`src/rtl/tick_gen_pkg.sv`:
```
// Shared definitions for the tick generator: FSM state encoding, default
// sizing constants and a small state-decode helper.
package tick_gen_pkg;

  // Default counter/divisor width and reset divisor (1 Hz from 100 MHz).
  localparam int TG_CNT_W       = 28;
  localparam int TG_DEFAULT_DIV = 100000000;
  localparam int TG_TCNT_W      = 8;

  // Two-bit FSM encoding.
  typedef enum logic [1:0] {
    ST_IDLE = 2'd0,
    ST_RUN  = 2'd1,
    ST_HOLD = 2'd2,
    ST_DONE = 2'd3
  } state_e;

  // RUN and HOLD are the "busy" states; the counter only lives there.
  function automatic logic is_active(input state_e s);
    return (s == ST_RUN) || (s == ST_HOLD);
  endfunction

endpackage

```
`src/rtl/tick_gen_counter.sv`:
```
// Period counter: counts 0..P-1 and wraps, with synchronous clear and hold.
// The terminal-count flag compares against P-1 of the caller-supplied
// effective period (always >= 1).
module tick_counter
  import tick_gen_pkg::*;
#(
  parameter int CNT_W = TG_CNT_W
) (
  input  logic             clock,
  input  logic             reset,
  input  logic             i_clr,
  input  logic             i_adv,
  input  logic [CNT_W-1:0] i_period,
  output logic [CNT_W-1:0] o_count,
  output logic             o_tc
);

  logic [CNT_W-1:0] r_count;
  logic [CNT_W-1:0] w_last;

  assign w_last  = i_period - CNT_W'(1);
  // ">=" rather than "==" so a stale count can never run past the period.
  assign o_tc    = (r_count >= w_last);
  assign o_count = r_count;

  // Counter register: clear wins, otherwise advance-and-wrap or hold.
  always_ff @(posedge clock or posedge reset) begin
    if (reset) begin
      r_count <= '0;
    end else if (i_clr) begin
      r_count <= '0;
    end else if (i_adv) begin
      if (o_tc) r_count <= '0;
      else      r_count <= r_count + CNT_W'(1);
    end
  end

endmodule

```
`src/rtl/tick_gen.sv`:
```
// Programmable tick generator: single-cycle tick once every P clocks, a
// ~50% square wave at the same rate, pause/resume, and a one-shot mode.
// All outputs are registered.
module tick_gen
  import tick_gen_pkg::*;
#(
  parameter int CNT_W       = TG_CNT_W,
  parameter int DEFAULT_DIV = TG_DEFAULT_DIV,
  parameter int TCNT_W      = TG_TCNT_W
) (
  input  logic              clock,
  input  logic              reset,
  input  logic              enable,
  input  logic              oneshot,
  input  logic              load,
  input  logic [CNT_W-1:0]  div_in,
  output logic              tick,
  output logic              square,
  output logic              busy,
  output logic              done,
  output logic [TCNT_W-1:0] tick_cnt
);

  state_e              r_state;
  logic [CNT_W-1:0]    r_div;
  logic                r_oneshot;
  logic                r_tick;
  logic                r_square;
  logic                r_busy;
  logic                r_done;
  logic [TCNT_W-1:0]   r_tick_cnt;

  logic [CNT_W-1:0]    w_period;
  logic [CNT_W-1:0]    w_half;
  logic [CNT_W-1:0]    w_count;
  logic                w_tc;
  logic                w_clr;
  logic                w_adv;

  // Divisors 0 and 1 both mean "every cycle".
  assign w_period = (r_div == '0) ? CNT_W'(1) : r_div;
  assign w_half   = w_period >> 1;

  // Counter restarts on load or on leaving IDLE; it advances on every
  // enabled RUN/HOLD cycle, so the HOLD->RUN edge itself counts as a step
  // and a pause delays the tick by exactly its own length.
  assign w_clr = load || ((r_state == ST_IDLE) && enable);
  assign w_adv = !load && enable && is_active(r_state);

  tick_counter #(
    .CNT_W (CNT_W)
  ) u_cnt (
    .clock    (clock),
    .reset    (reset),
    .i_clr    (w_clr),
    .i_adv    (w_adv),
    .i_period (w_period),
    .o_count  (w_count),
    .o_tc     (w_tc)
  );

  // Control FSM with registered outputs; load overrides every state.
  always_ff @(posedge clock or posedge reset) begin
    if (reset) begin
      r_state    <= ST_IDLE;
      r_div      <= CNT_W'(DEFAULT_DIV);
      r_oneshot  <= 1'b0;
      r_tick     <= 1'b0;
      r_square   <= 1'b0;
      r_busy     <= 1'b0;
      r_done     <= 1'b0;
      r_tick_cnt <= '0;
    end else begin
      r_tick <= 1'b0;
      if (load) begin
        // A load on the terminal count swallows that tick (r_tick stays 0).
        r_div    <= div_in;
        r_square <= 1'b0;
        r_done   <= 1'b0;
        if (enable) begin
          r_state <= ST_RUN;
          r_busy  <= 1'b1;
          // Reloading a running timer keeps its mode and tick history.
          if (!is_active(r_state)) begin
            r_oneshot  <= oneshot;
            r_tick_cnt <= '0;
          end
        end else begin
          r_state    <= ST_IDLE;
          r_busy     <= 1'b0;
          r_tick_cnt <= '0;
        end
      end else begin
        case (r_state)
          ST_IDLE: begin
            if (enable) begin
              r_state    <= ST_RUN;
              r_oneshot  <= oneshot;
              r_tick_cnt <= '0;
              r_busy     <= 1'b1;
              r_square   <= 1'b0;
            end
          end
          ST_RUN, ST_HOLD: begin
            if (!enable) begin
              // Freeze: counter holds, square and tick_cnt keep their values.
              r_state <= ST_HOLD;
            end else begin
              r_state  <= ST_RUN;
              r_square <= (w_count < w_half);
              if (w_tc) begin
                r_tick     <= 1'b1;
                r_tick_cnt <= r_tick_cnt + TCNT_W'(1);
                if (r_oneshot) begin
                  r_state  <= ST_DONE;
                  r_busy   <= 1'b0;
                  r_square <= 1'b0;
                end
              end
            end
          end
          ST_DONE: begin
            // done rises the cycle after the final tick and holds until
            // enable drops.
            if (!enable) begin
              r_state    <= ST_IDLE;
              r_done     <= 1'b0;
              r_tick_cnt <= '0;
            end else begin
              r_done <= 1'b1;
            end
          end
          default: begin
            r_state <= ST_IDLE;
            r_busy  <= 1'b0;
            r_done  <= 1'b0;
          end
        endcase
      end
    end
  end

  assign tick     = r_tick;
  assign square   = r_square;
  assign busy     = r_busy;
  assign done     = r_done;
  assign tick_cnt = r_tick_cnt;

endmodule

```
`config.mk`:
```
export PLATFORM = sky130hd
export DESIGN_NAME = tick_gen
export DESIGN_NICKNAME = d
export VERILOG_FILES = /design/src/rtl/tick_gen_pkg.sv /design/src/rtl/tick_gen_counter.sv /design/src/rtl/tick_gen.sv
export SDC_FILE = /design/constraint.sdc
export NUM_CORES = 1
export LEC_CHECK = 0
export ABC_AREA = 1
export CORE_MARGIN = 2
export CORE_UTILIZATION = 40
export CTS_CLUSTER_DIAMETER = 50
export DETAILED_ROUTE_END_ITERATION = 8
export DONT_BUFFER_PORTS = 1
export PLACE_DENSITY_LB_ADDON = 0.15
export SYNTH_ARGS = -nofsm -noshare
export SYNTH_HDL_FRONTEND = slang
export SYNTH_HIERARCHICAL = 1
export SYNTH_SLANG_ARGS = --single-unit
```
`constraint.sdc`:
```
create_clock -name clock -period 4.3 [get_ports clock]
set_input_delay 0.645 -clock clock [delete_from_list [all_inputs] [get_ports clock]]
set_output_delay 0.645 -clock clock [all_outputs]
set_load 0.02 [all_outputs]
```
; ---- After elaboration in Yosys (flattened, before gate mapping)
; Index checks and enable logic that the tools add are counted.
[word_totals]
register_bits = 71
out_inout_bits = 12
elab_cells = 88
[classes]
add_sub_neg = 3
n_lt_le_gt_ge = 2
n_eq_ne = 12
n_mux = 44
reduce_logical = 18
[ops]
columns = cell, count
row1 = 28-bit 2-to-1 mux, 4
row2 = 8-bit 2-to-1 mux, 7
row3 = "28-bit by 1-bit adder with 28-bit output, second input constant", 1
row4 = 28-bit >= comparator, 1
row5 = 28-bit logical NOT, 1
row6 = 28-bit by 27-bit less-than comparator with 1-bit output, 1
row7 = "28-bit by 1-bit subtractor with 28-bit output, second input constant", 1
row8 = 8-bit case mux with 3 select lines, 1
row9 = 1-bit 2-to-1 mux, 23
row10 = "3-bit != test, second input constant", 5
row11 = 2-bit 2-to-1 mux, 6
row12 = 5-bit AND reduction, 2
row13 = "8-bit by 1-bit adder with 8-bit output, second input constant", 1
row14 = "2-bit != test, second input constant", 3
row15 = 2-bit case mux with 3 select lines, 1
row16 = 2-bit nonzero test, 3
row17 = "2-bit == test, second input constant", 2
row18 = 1-bit case mux with 2 select lines, 2
row19 = 4-bit AND reduction, 1
row20 = 1-bit logical AND, 3
row21 = "3-bit by 2-bit != test with 1-bit output, second input constant", 1
row22 = 3-bit AND reduction, 1
row23 = 3-bit nonzero test, 1
row24 = "2-bit by 1-bit == test with 1-bit output, second input constant", 1
row25 = 5 further kinds, 6

; ---- Logic depth before layout (Yosys ltp)
[logic_depth]
ltp_word = 8
depth_mapped = 26
mapped_depth_nobuf = 26

; ---- By module
; Netlist, hierarchy kept.
[modules_own_cells]
columns = module, n_inst, cells_per_inst, area_each_um2
row1 = tick_counter, 1, 443, 3011.6
row2 = tick_gen, 1, 366, 2781.4

; ---- Least setup slack after synthesis
; OpenSTA, ideal clock, no wires.
[synth_timing]
kind = register -> register
start = register r_div[15]
end = register r_tick_cnt[7], in the netlist tick_cnt[7]
setup_ns = 0.126
arrival_time_ns = 3.077
t_required_ns = 4.174
slack_ns = 1.097
path_stages_with_launch = 21
path_buffers = 1
synth_period_minus_slack_ns = 3.203
path_cell_list = dfstp_2 -> nor4_1 -> nand4_1 -> o21ai_0 -> inv_1 -> ha_1 -> nand2_1 -> nor3_1 -> nand4_1 -> xnor2_1 -> inv_1 -> ha_1 -> nand2_1 -> nor3_2 -> nor2b_1 -> nand2_1 -> nand2_1 -> nand2_2 -> a31oi_4 -> buf_6 -> o21ai_0
[synth_via]
elab_chain_len = 6
[synth_lines]
columns = element, line_no
row1 = "start, declared", tick_gen.sv:25  ; logic [CNT_W-1:0] r_div;
row2 = "start signal, assigned", tick_gen.sv:66  ; r_div <= CNT_W'(DEFAULT_DIV);
row3 = "start signal, assigned", tick_gen.sv:77  ; r_div <= div_in;
row4 = 28-bit logical NOT, tick_gen.sv:41  ; assign w_period = (r_div == '0) ? CNT_W'(1) : r_div;
row5 = 28-bit 2-to-1 mux, tick_gen.sv:41
row6 = net w_period[0], tick_gen.sv:33  ; logic [CNT_W-1:0] w_period;
row7 = 28-bit by 1-bit subtractor with 28-bit output, tick_gen_counter.sv:21  ; assign w_last = i_period - CNT_W'(1);
row8 = 28-bit >= comparator, tick_gen_counter.sv:23  ; assign o_tc = (r_count >= w_last);
row9 = net w_tc, tick_gen.sv:36  ; logic w_tc;
row10 = 3-bit by 2-bit != test with 1-bit output (no line), n/a
row11 = 5-bit AND reduction (no line), n/a
row12 = "end signal, assigned", tick_gen.sv:113  ; r_tick_cnt <= r_tick_cnt + TCNT_W'(1);
row13 = "end, declared", tick_gen.sv:31  ; logic [TCNT_W-1:0] r_tick_cnt;
; The timed path passes the listed nets, and every way through them passes these cells.
; A chain may end at the register's enable or synchronous reset.

; ---- Final worst setup path
[layout_timing]
start = register r_div[10]
end = register r_tick_cnt[1], in the netlist tick_cnt[1]
; Same word-level chain as after synthesis.

==> results.md <==
* Distinct cell type count after synthesis at 40
* Crit path arrival time at 4150 ps
* R2R depth at 23
* Setup Crit Path Kind: reg2reg
* Die width at 124 microns
* Std-Cell Rows at 43
* Power Density at 316 nW/um^2
* Starting Density at 0.414
* Nature of the critical path endpoint: flip-flop
* Root Driver: clkbuf_16
* Max-Cap Viols at 0
* Met3 wire len at 571 microns
* Vias at 4931
* Antenna viol nets, final at 0
* CP dominant cell by count: nand2_1
* Worst Tran Pin Value at 1110 ps
* Max layer used: met4
* Leakage at 2.96 nW
* Initial antenna violation count at 0
* Vias/cell at 5.09
* GR Overflow Total at 0
* Yosys top cell area share at 0.255
* CP Cell Sequence: nor4_1 > nand3_1 > o21ai_0 > inv_1 > ha_1 > nand2_1 > nor2_4 > nand3_1 > xnor2_1 > inv_1 > ha_1 > nand2_1 > inv_1 > nand3_1 > nor3_2 > nor2b_1 > nand2_1 > nand2_1 > nand2_2 > a31oi_4 > buf_12 > nor2_1 > a21oi_1
* Minimum clock period at 3880 ps
* Aggregate global-route resource usage at 0.207
* Initial drt markers at 312
* Largest net degree at the start of global routing at 65
* Post-synth net total at 901
* Worst-skew pair later-pin latency at 350 ps
* Synth area leaders: dfrtp_1 25%, nand2_1 13%, ha_1 13%, inv_1 6.9%, dfstp_2 5.4%
* Vias in the first global route at 4757
* Max Fclk at 258 MHz
* Slew Viols, Final at 0
* Hold Path Depth at 1
* Core ar. at 14000 sq um
* Final setup viols at 0
* Routability congestion estimate from global placement at 0.905
* WHS Endpoint: r_div[15]$_DFFE_PP1P_
* Clk_skew at 8.96 ps
* Number of synthesized flops with an enable pin at 0
* Critical path's largest stage delay at 460 ps
* Mean Syn Cell Area at 7.16 sq um
* Fraction of the cycle the final worst path needs at 0.903
* Met1 wire length at 7880 microns
* PortBufs at 0
* Layout cells sized above 1 at 0.0850
* Worst hold path type: in2reg
* Slowest CP cell: dfrtp_1
* Synth warnings at 6
* Hold buffer count at cts at 0
* Max clock buf depth at 2
* Req. time, crit path at 4570 ps
* Run status: finished clean
* Top FF cell, synth: dfrtp_1
* Drt wl/cell at 15.9 microns
* Post-synth top area cell: dfrtp_1
* H-tree levels at 3
* Diodes inserted at 0
* Crit path max fanout at 16
* Seq/Total Area, Yosys at 0.309
* RSZ-0062 raised after global routing: no
* Relative slew slack at 0.258
* First-pass GRT wire length at 25500 microns
* Final wirelength at 15400 microns
* Nets at 875
* Hpwl dp at 11900 microns
* R2r startpoint: r_div[10]$_DFFE_PP0P_
* Residual DRC count at 0
* RR Endpoint: tick_cnt[1]$_DFFE_PP0P_
* Area Growth Syn to Fin at 6.18%
* Top-Level Pins at 45
* Clock transition at path regs at 60 ps
* Post-layout util at 0.440
* Peak VDD IR at 226 uV
* CTS tree: built
* Drt first pass iters at 4
* Num CTS Buffers at 9
* Seq cells post-synth at 71
* Async set-reset flop share out of synthesis at 1.00
* Final TNS setup at 0 ps
* Die area at 15500 sq um
* Die height at 124 microns
* Reg2Reg Setup Slack at 420 ps
* Min-delay src: load
* Final Hold Viols at 0
* Clk sink count at 71
* Crit start category: flip-flop
* Met2 WL at 6530 microns
* Mapped Cells at 809
* Post-synthesis instance area at 5790 sq um
-- layout by cell type, fill, tap and decap left out, types with 2 or more instances in the layout --
master,n
xor2_1,35
nand3_1,25
nor4_1,9
nor3_1,9
inv_2,7
clkbuf_1,4
o21ai_0,44
clkinv_2,2
nand2_1,208
inv_1,105
a21oi_1,22
nand3_2,3
nand2_2,7
dfstp_2,12
buf_4,2
nor2_1,75
dfrtp_1,59
o21ai_1,24
nand4_1,15
nor3_2,4
nor2_4,4
nor2_2,7
a21o_1,5
ha_1,59
xnor2_1,17
clkbuf_16,9
-- Yosys cell counts, drive strengths merged, types with 5 or more instances --
| cell | instances |
|---|---|
| nand2 | 216 |
| inv | 112 |
| nor2 | 86 |
| o21ai | 69 |
| dfrtp | 59 |
| ha | 59 |
| xor2 | 35 |
| clkbuf | 31 |
| nand3 | 29 |
| a21oi | 23 |
| xnor2 | 17 |
| nand4 | 15 |
| nor3 | 13 |
| dfstp | 12 |
| buf | 9 |
| nor4 | 9 |
| a21o | 5 |
-- per-layer routing --
metal	vias up	track usage
met1	2301	0.301
li1	2513	-
met4	0	0.0747
met2	94	0.307
met3	23	0.0374
met5	-	0
-- worst max-delay path by stage --
stage	end	cells past startpoint	startpoint	slack (ps)
after detailed placement	tick_cnt[5]$_DFFE_PP0P_	20	r_div[26]$_DFFE_PP1P_	310
after global routing	tick_cnt[1]$_DFFE_PP0P_	22	r_div[10]$_DFFE_PP0P_	10
after CTS	tick_cnt[5]$_DFFE_PP0P_	20	r_div[22]$_DFFE_PP1P_	310
final	tick_cnt[1]$_DFFE_PP0P_	23	r_div[10]$_DFFE_PP0P_	420
after global placement	tick_cnt[2]$_DFFE_PP0P_	22	r_div[10]$_DFFE_PP0P_	460
after floorplan	tick_cnt[7]$_DFFE_PP0P_	20	r_div[15]$_DFFE_PP1P_	1100
-- worst max-delay path: cells and delay by family, from the launching register on --
kind,cells,cell delay [ps]
adders and majority gates,2,530
xor gates and xnor gates,1,140
AOI/OAI and AO/OA,3,520
and+or+nand+nor,13,1750
DFF,1,460
buffers and inverters,4,390
-- where the power goes --
part           internal, mW  total, mW  switching, mW
combinational         0.148      0.416          0.267
sequential            0.735      0.838          0.104
clock                 0.405      0.688          0.283
total                  1.29       1.94          0.654
-- kinds of logic after synthesis --
family	after synthesis	synth area share
buffers and inverters	152	0.103
muxes	1	0.00194
xor gates and xnor gates	52	0.0786
and+or+nand+nor	373	0.284
adders and majority gates	59	0.127
AOI/OAI and AO/OA	101	0.0948
DFF	71	0.309
-- metrics by stage --
| step | hold slack, ps | power, mW | setup WS [ps] | cells | cell area (sq um) |
|---|---|---|---|---|---|
| detailed placement | 507 | 1.25 | 314 | 951 | 5860 |
| global placement | 501 | 1.24 | 465 | 951 | 5860 |
| floorplan | 472 | 1.16 | 1100 | 809 | 5790 |
| CTS | 364 | 1.95 | 307 | 967 | 6120 |
| global route | 371 | 2.07 | 11.9 | 968 | 6150 |
| finish | 378 | 1.94 | 418 | 968 | 6150 |
-- cell type report --
cell class	count	area [sq um]
clock buffer	14	254
clock inverter	2	10.0
fill	1442	7840
inverter	112	420
multi-input combinational	586	3410
sequential	71	1790
tap	180	225
timing repair buffer	3	35.0
-- registers in the layout, summed over array words and instances (netlist names) --
name	flops
u_cnt/o_count	28
r_div	28
r_oneshot	1
square	1
tick	1
busy	1
done	1
r_state	2
tick_cnt	8
-- repair_timing --
item	4_1_cts	5_1_grt
buffers inserted	0	1
setup endpoints to repair	0	8
resized for setup	0	2
Note: power is estimated with default switching activity, not from simulation.
